$ cat config.mk
export PLATFORM = sky130hd
export DESIGN_NAME = imem_boot_loader
export DESIGN_NICKNAME = d
export VERILOG_FILES = /design/src/rtl/imem_boot_loader.sv
export SDC_FILE = /design/constraint.sdc
export NUM_CORES = 1
export LEC_CHECK = 0
export ABC_CLOCK_PERIOD_IN_PS = 4730
export CAP_MARGIN = 10
export CORE_MARGIN = 1.5
export CORE_UTILIZATION = 57
export DETAILED_ROUTE_END_ITERATION = 10
export PLACE_DENSITY = 0.82
export SYNTH_ARGS = -nofsm -noshare
export SYNTH_HDL_FRONTEND = slang
export SYNTH_SLANG_ARGS = --single-unit
$ cat constraint.sdc
create_clock -name clk -period 4.73 [get_ports clk]
set_clock_uncertainty 0.15 [all_clocks]
set_input_delay 0.946 -clock clk [delete_from_list [all_inputs] [get_ports clk]]
set_output_delay 0.946 -clock clk [all_outputs]
set_load 0.02 [all_outputs]
$ cat src/rtl/imem_boot_loader.sv
// Instruction-memory boot loader: accepts a length-prefixed, XOR-checksummed byte
// frame, writes 16-bit words to imem and releases the datapath reset once verified.
module imem_boot_loader #(
   parameter int unsigned          ADDR_W    = 16,
   parameter int unsigned          ADDR_STEP = 2,
   parameter logic [ADDR_W-1:0]    BASE_ADDR = '0,
   parameter int unsigned          MAX_WORDS = 256
) (
   input  logic              clk,
   input  logic              reset,
   input  logic              reload,
   input  logic              rx_valid,
   input  logic [7:0]        rx_data,
   output logic              rx_ready,
   output logic              imem_we,
   output logic [ADDR_W-1:0] imem_addr,
   output logic [15:0]       imem_wdata,
   output logic              cpu_reset,
   output logic              load_done,
   output logic              load_error
);

   localparam int unsigned LEN_W = 16;
   localparam logic [LEN_W-1:0] MAX_LEN = LEN_W'(MAX_WORDS);
   localparam logic [ADDR_W-1:0] STEP = ADDR_W'(ADDR_STEP);

   typedef enum logic [2:0] {
      S_LEN_HI, S_LEN_LO, S_LEN_VAL, S_DATA_HI, S_DATA_LO, S_CHECK, S_DONE, S_ERR
   } state_t;

   state_t            state_q, state_d;
   logic [LEN_W-1:0]  len_q, len_d;
   logic [LEN_W-1:0]  count_q, count_d;
   logic [7:0]        hi_q, hi_d;
   logic [7:0]        csum_q, csum_d;
   logic [ADDR_W-1:0] waddr_q, waddr_d;
   logic              rx_ready_d, imem_we_d, cpu_reset_d, load_done_d, load_error_d;
   logic [ADDR_W-1:0] imem_addr_d;
   logic [15:0]       imem_wdata_d;
   logic              accept;
   logic              restart;
   logic [LEN_W-1:0]  count_inc;

   assign accept    = rx_valid & rx_ready;
   assign restart   = reload & ((state_q == S_DONE) | (state_q == S_ERR));
   assign count_inc = LEN_W'(count_q + LEN_W'(1));

   // Next-state, datapath and registered-output computation
   always_comb begin
      state_d      = state_q;
      len_d        = len_q;
      count_d      = count_q;
      hi_d         = hi_q;
      csum_d       = csum_q;
      waddr_d      = waddr_q;
      imem_we_d    = 1'b0;
      imem_addr_d  = imem_addr;
      imem_wdata_d = imem_wdata;

      case (state_q)
         S_LEN_HI: if (accept) begin
            len_d[15:8] = rx_data;
            csum_d      = csum_q ^ rx_data;
            state_d     = S_LEN_LO;
         end
         S_LEN_LO: if (accept) begin
            len_d[7:0] = rx_data;
            csum_d     = csum_q ^ rx_data;
            state_d    = S_LEN_VAL;
         end
         S_LEN_VAL: begin
            if (len_q == '0 || len_q > MAX_LEN) state_d = S_ERR;
            else                                state_d = S_DATA_HI;
         end
         S_DATA_HI: if (accept) begin
            hi_d    = rx_data;
            csum_d  = csum_q ^ rx_data;
            state_d = S_DATA_LO;
         end
         S_DATA_LO: if (accept) begin
            csum_d       = csum_q ^ rx_data;
            imem_we_d    = 1'b1;
            imem_wdata_d = {hi_q, rx_data};
            imem_addr_d  = waddr_q;
            waddr_d      = ADDR_W'(waddr_q + STEP);
            count_d      = count_inc;
            state_d      = (count_inc == len_q) ? S_CHECK : S_DATA_HI;
         end
         S_CHECK: if (accept) begin
            state_d = (rx_data == csum_q) ? S_DONE : S_ERR;
         end
         S_DONE, S_ERR: if (reload) begin
            state_d     = S_LEN_HI;
            count_d     = '0;
            csum_d      = '0;
            waddr_d     = BASE_ADDR;
            imem_addr_d = BASE_ADDR;
         end
         default: state_d = S_LEN_HI;
      endcase

      rx_ready_d   = (state_d == S_LEN_HI) || (state_d == S_LEN_LO) ||
                     (state_d == S_DATA_HI) || (state_d == S_DATA_LO) ||
                     (state_d == S_CHECK);
      // Status flags follow the state one cycle after entry; reload clears them at once
      load_done_d  = (state_q == S_DONE) && !restart;
      load_error_d = (state_q == S_ERR) && !restart;
      cpu_reset_d  = !load_done_d;
   end

   // State and output registers
   always_ff @(posedge clk or posedge reset) begin
      if (reset) begin
         state_q    <= S_LEN_HI;
         len_q      <= '0;
         count_q    <= '0;
         hi_q       <= '0;
         csum_q     <= '0;
         waddr_q    <= BASE_ADDR;
         rx_ready   <= 1'b1;
         imem_we    <= 1'b0;
         imem_addr  <= BASE_ADDR;
         imem_wdata <= '0;
         cpu_reset  <= 1'b1;
         load_done  <= 1'b0;
         load_error <= 1'b0;
      end else begin
         state_q    <= state_d;
         len_q      <= len_d;
         count_q    <= count_d;
         hi_q       <= hi_d;
         csum_q     <= csum_d;
         waddr_q    <= waddr_d;
         rx_ready   <= rx_ready_d;
         imem_we    <= imem_we_d;
         imem_addr  <= imem_addr_d;
         imem_wdata <= imem_wdata_d;
         cpu_reset  <= cpu_reset_d;
         load_done  <= load_done_d;
         load_error <= load_error_d;
      end
   end

endmodule

# --- Yosys cells after proc, flatten, opt, wreduce, memory -nomap -nowiden ---
# Cells that the tools add are included.
totals:
  inputBits: 12
  reg_bits: 104
  output_inout_bits: 37
op_classes:
  bitwise: 4
  n_lt_le_gt_ge: 1
  addsub: 2
  reduce_logical: 22
  mux: 22
  n_eq_ne: 16
ops:
  columns: ["operator", "n"]
  rows:
  - ["$pmux 16 s2", 3]
  - ["$mux 16", 4]
  - ["$mux 3", 8]
  - ["$pmux 3 s7", 1]
  - ["$eq 3x3->1 const B", 6]
  - ["$add 16x1->16 const B", 1]
  - ["$add 16x2->16 const B", 1]
  - ["$eq 16x16->1", 1]
  - ["$gt 16x9->1 const B", 1]
  - ["$logic_not 16->1", 1]
  - ["$mux 8", 2]
  - ["$pmux 8 s2", 1]
  - ["$eq 3x2->1 const B", 3]
  - ["$eq 8x8->1", 1]
  - ["$reduce_and 2->1", 4]
  - ["$xor 8x8->8", 1]
  - ["$eq 3x1->1 const B", 2]
  - ["$logic_not 3->1", 2]
  - ["$reduce_and 3->1", 2]
  - ["$logic_or 1x1->1", 5]
  - ["$ne 2x2->1 const B", 2]
  - ["$reduce_bool 2->1", 2]
  - ["$reduce_or 4->1", 1]
  - ["$mux 1", 3]
  - ["6 further kinds", 9]

# --- Depth between registers and ports, before layout ---
logic_depth:
  depth_word: 10
  mapped_depth: 10
  depth_no_buf: 8

# --- Worst setup path after synthesis ---
# No wires, ideal clock.
synth_path:
  path_kind: "input-to-reg"
  startpoint: "in rx_valid"
  endpoint: "reg waddr_q[4]"
  required_ns: 4.448
  t_arrival_ns: 1.958
  path_buffers: 2
  setup_slack_ns: 2.490
  path_stages: 8
  path_cell_list: "nand2_1 -> or2_2 -> clkbuf_1 -> inv_2 -> buf_4 -> nand3_1 -> xor2_1 -> nor2_1"
synth_between:
  elab_chain_cells: 3
synth_lines:
  columns: ["item", "line", "text"]
  rows:
  - ["from (decl)", "12", "input logic rx_valid,"]
  - ["$and 1x1->1", "44", "assign accept = rx_valid & rx_ready;"]
  - ["$ne 2x2->1 (no source line)", null, null]
  - ["$reduce_and 3->1 (no source line)", null, null]
  - ["to (signal assigned)", "133", "waddr_q <= waddr_d;"]
  - ["to (decl)", "36", "logic [ADDR_W-1:0] waddr_q, waddr_d;"]
# Every way passes these cells.
# A chain may end at the register's enable or synchronous reset.

# --- Worst setup path in the final report ---
layout_path:
  startpoint: "in reload"
  endpoint: "reg waddr_q[15]"
layout_between:
  elab_chain_cells: 2
layout_lines:
  columns: ["item", "line", "text"]
  rows:
  - ["from (decl)", "11", "input logic reload,"]
  - ["$ne 2x2->1 (no source line)", null, null]
  - ["$reduce_and 3->1 (no source line)", null, null]
# Every way passes these cells.

==> flow_metrics.env <==
export IMPL_timing_final_crit_period_ps=2893
export IMPL_finalSetupTns_ps=0
export IMPL_ys_top_cells_by_area="dfrtp_1, nand2_1, mux2_2, o21ai_0, xnor2_1"
export IMPL_yosys_cell_types_count=47
export IMPL_place_hpwl_microns=7390
export IMPL_cts_repair_resized=0
export IMPL_setup_violations=0
export IMPL_grtUsageTotal_pct=26.05
export IMPL_placementRows=33
export IMPL_initial_utilization_pct=59.26
export IMPL_drv_slew=0
export IMPL_ir_worst_vdd_mv=0.3090
export IMPL_netlist_area_sq_um=4918
export IMPL_die_w_microns=95.89
export IMPL_grt_overflow=0
export IMPL_fmax_mhz=345.6
export IMPL_cpPeakStageDelay_ps=550
export IMPL_reg2regPathDepth=8
export IMPL_hold_viol_final=0
export IMPL_period_share_pct=61.17
export IMPL_clockBufferDepth=2
export IMPL_cts_root_buf="clkbuf_8"
export IMPL_grt_start_max_net_pins=68
export IMPL_rsz0062_at_grt="false"
export IMPL_via_count=3941
export IMPL_post_drt_wl_per_cell_microns=16.40
export IMPL_clock_sinks=102
export IMPL_max_cap_violations=0
export IMPL_htreeDepth=3
export IMPL_hold_path_class="flip-flop to flip-flop"
export IMPL_setup_worst_path_start_class="input pin"
export IMPL_tightest_slew_ps=815.0
export IMPL_synth_top_cell_by_area="dfrtp_1"
export IMPL_status="finished clean"
export IMPL_die_area_sq_um=9195
export IMPL_ys_dominant_reg_cell="dfrtp_1"
export IMPL_ant_nets=0
export IMPL_critPathRequiredTime_ps=4820
export IMPL_synth_nets=537
export IMPL_synth_edff_count=0
export IMPL_synthMostInstantiatedCell="nand2_1"
export IMPL_ys_seq_area_share_pct=51.95
export IMPL_worst_path_max_delay_cell="clkdlybuf4s50_1"
export IMPL_dr_first_iter_drc_count=202
export IMPL_cp_max_fo=21
export IMPL_clk_pin_slew_ps=110
export IMPL_synth_cells=523
export IMPL_diodes=0
export IMPL_async_reset_ff_share_pct=100.0
export IMPL_antenna_found_initial=0
export IMPL_grt_pass1_wl_microns=18290
export IMPL_place_gp_congestion=0.8905
export IMPL_drc=0
export IMPL_synth_common_cells="nand2_1, dfrtp_1, o21ai_0, nand3_1, nor2_1"
export IMPL_powerDensity_nw_per_um2=512.2
export IMPL_numPortBuffers=47
export IMPL_dr_pass1_iters=5
export IMPL_rrSetupSlack_ps=2150
export IMPL_cp_arrival_ps=2990
export IMPL_timing_worst_setup_path_type="input pin to flip-flop"
export IMPL_grt_pass1_vias=3787
export IMPL_cts_buffers_inserted=9
export IMPL_fill_cells=623
export IMPL_synth_area_per_cell_sq_um=9.404
export IMPL_clk_latency_ps=370
export IMPL_relSlewSlack_pct=45.67
export IMPL_finalPower_uw=2897
export IMPL_hold_buffers=0
export IMPL_core_sq_um=8299
export IMPL_fin_hold_ws_ps=326.6
export IMPL_power_leakage_uw=0.002525
export IMPL_endpoint_kind="flip-flop"
export IMPL_yosys_warnings=0
export IMPL_cts_tree="built"
export IMPL_hold_depth=2
export IMPL_dieHeight_microns=95.89
export IMPL_wirelength_microns=11000
export IMPL_synth_top_area_share_pct=50.88
export IMPL_cp_cell_sequence="clkdlybuf4s50_1 > nand3_1 > buf_4 > o21ai_1 > buf_4 > nand4_1 > nor2_1 > nand3_1 > xor2_1 > nor2_1"
export IMPL_drive_above_1_share_pct=10.42
export IMPL_area_delta_synth_final_pct=15.01
export IMPL_via_per_inst=5.873
export IMPL_cts_post_setup_buffers_inserted=0
export IMPL_layout_nets=575
export IMPL_synth_seq_cells=102
export IMPL_boundaryPins=49
final timing paths:
check                      startpoint              to
max reg2reg                count_q[0]        rx_ready
min reg2reg                   hi_q[3]  imem_wdata[11]
max                            reload     waddr_q[15]
min in group asynchronous       reset   imem_wdata[3]
min                           hi_q[3]  imem_wdata[11]
max in group asynchronous       reset       cpu_reset
metal layers:
metal / share of wire (%) / global-route usage, %
met1: 45 / 35.65
met4: 1.1 / 7.598
met5: 0 / 0
met2: 49 / 41.96
met3: 4.5 / 5.371
cells in the final DEF (no fill, tap or decap), drive strengths merged, types with 4 or more instances in the layout:
cell | synthesis | routed
mux2 | 23 | 23
dfrtp | 100 | 100
a21oi | 17 | 17
nor2 | 25 | 25
and2 | 4 | 4
nand3 | 35 | 35
clkdlybuf4s50 | 0 | 47
o21ai | 50 | 50
inv | 8 | 11
xor2 | 16 | 16
a31oi | 5 | 5
or3 | 6 | 6
buf | 12 | 8
nor3 | 7 | 7
nor4 | 7 | 7
o31ai | 5 | 5
nand2 | 123 | 123
clkbuf | 16 | 9
nand4 | 7 | 7
and3 | 10 | 10
xnor2 | 24 | 24
worst max-delay path, delay by kind of cell:
| family | cells | cell delay [ps] |
|---|---|---|
| buffers and inverters | 3 | 980 |
| AND/OR/NAND/NOR | 5 | 810 |
| XOR/XNOR | 1 | 150 |
| AO/OA/AOI/OAI | 1 | 100 |
kinds of logic after synthesis:
family,share of synthesized area [%]
other,0.07624
xor gates and xnor gates,7.123
muxes,5.266
AOI/OAI and AO/OA,10.15
and+or+nand+nor,21.73
buffers and inverters,3.205
adders and majority gates,0.5087
DFF,51.95
final cells by class:
type                    instances  area (sq um)  share of cell area [%]
clock buffers                   9         123.9                   2.190
clock inverters                 7         77.57                   1.371
inverters                       8         32.53                  0.5751
multi-input cells             385          2206                   39.00
flip-flops and latches        102          2555                   45.17
well taps                     105         131.4                   2.322
repair buffers                 55         530.5                   9.378
stage by stage:
stage / cells / setup slack [ps] / util (%) / cell area, sq um
floorplan: 523 / 961.8 / - / 4918
global placement: 655 / 1540 / 65.73 / 5455
detailed placement: 655 / 1428 / 65.73 / 5455
CTS: 671 / 1838 / 68.16 / 5657
global route: 671 / 1629 / 68.16 / 5657
finish: 671 / 1837 / 68.16 / 5657
power by group:
group,internal (uW),switching (uW),total (uW)
Sequential,1110,219,1330
Clock,252,328,579
Combinational,465,524,989
flip-flops by register name (all words and copies together) (netlist names):
name and cells:
state_q 3, cpu_reset 1, csum_q 8, len_q 16
hi_q 8, imem_wdata 16, count_q 16, waddr_q 15
load_error 1, imem_we 1, rx_ready 1, load_done 1
imem_addr 15
(Power assumes the default switching activity.)
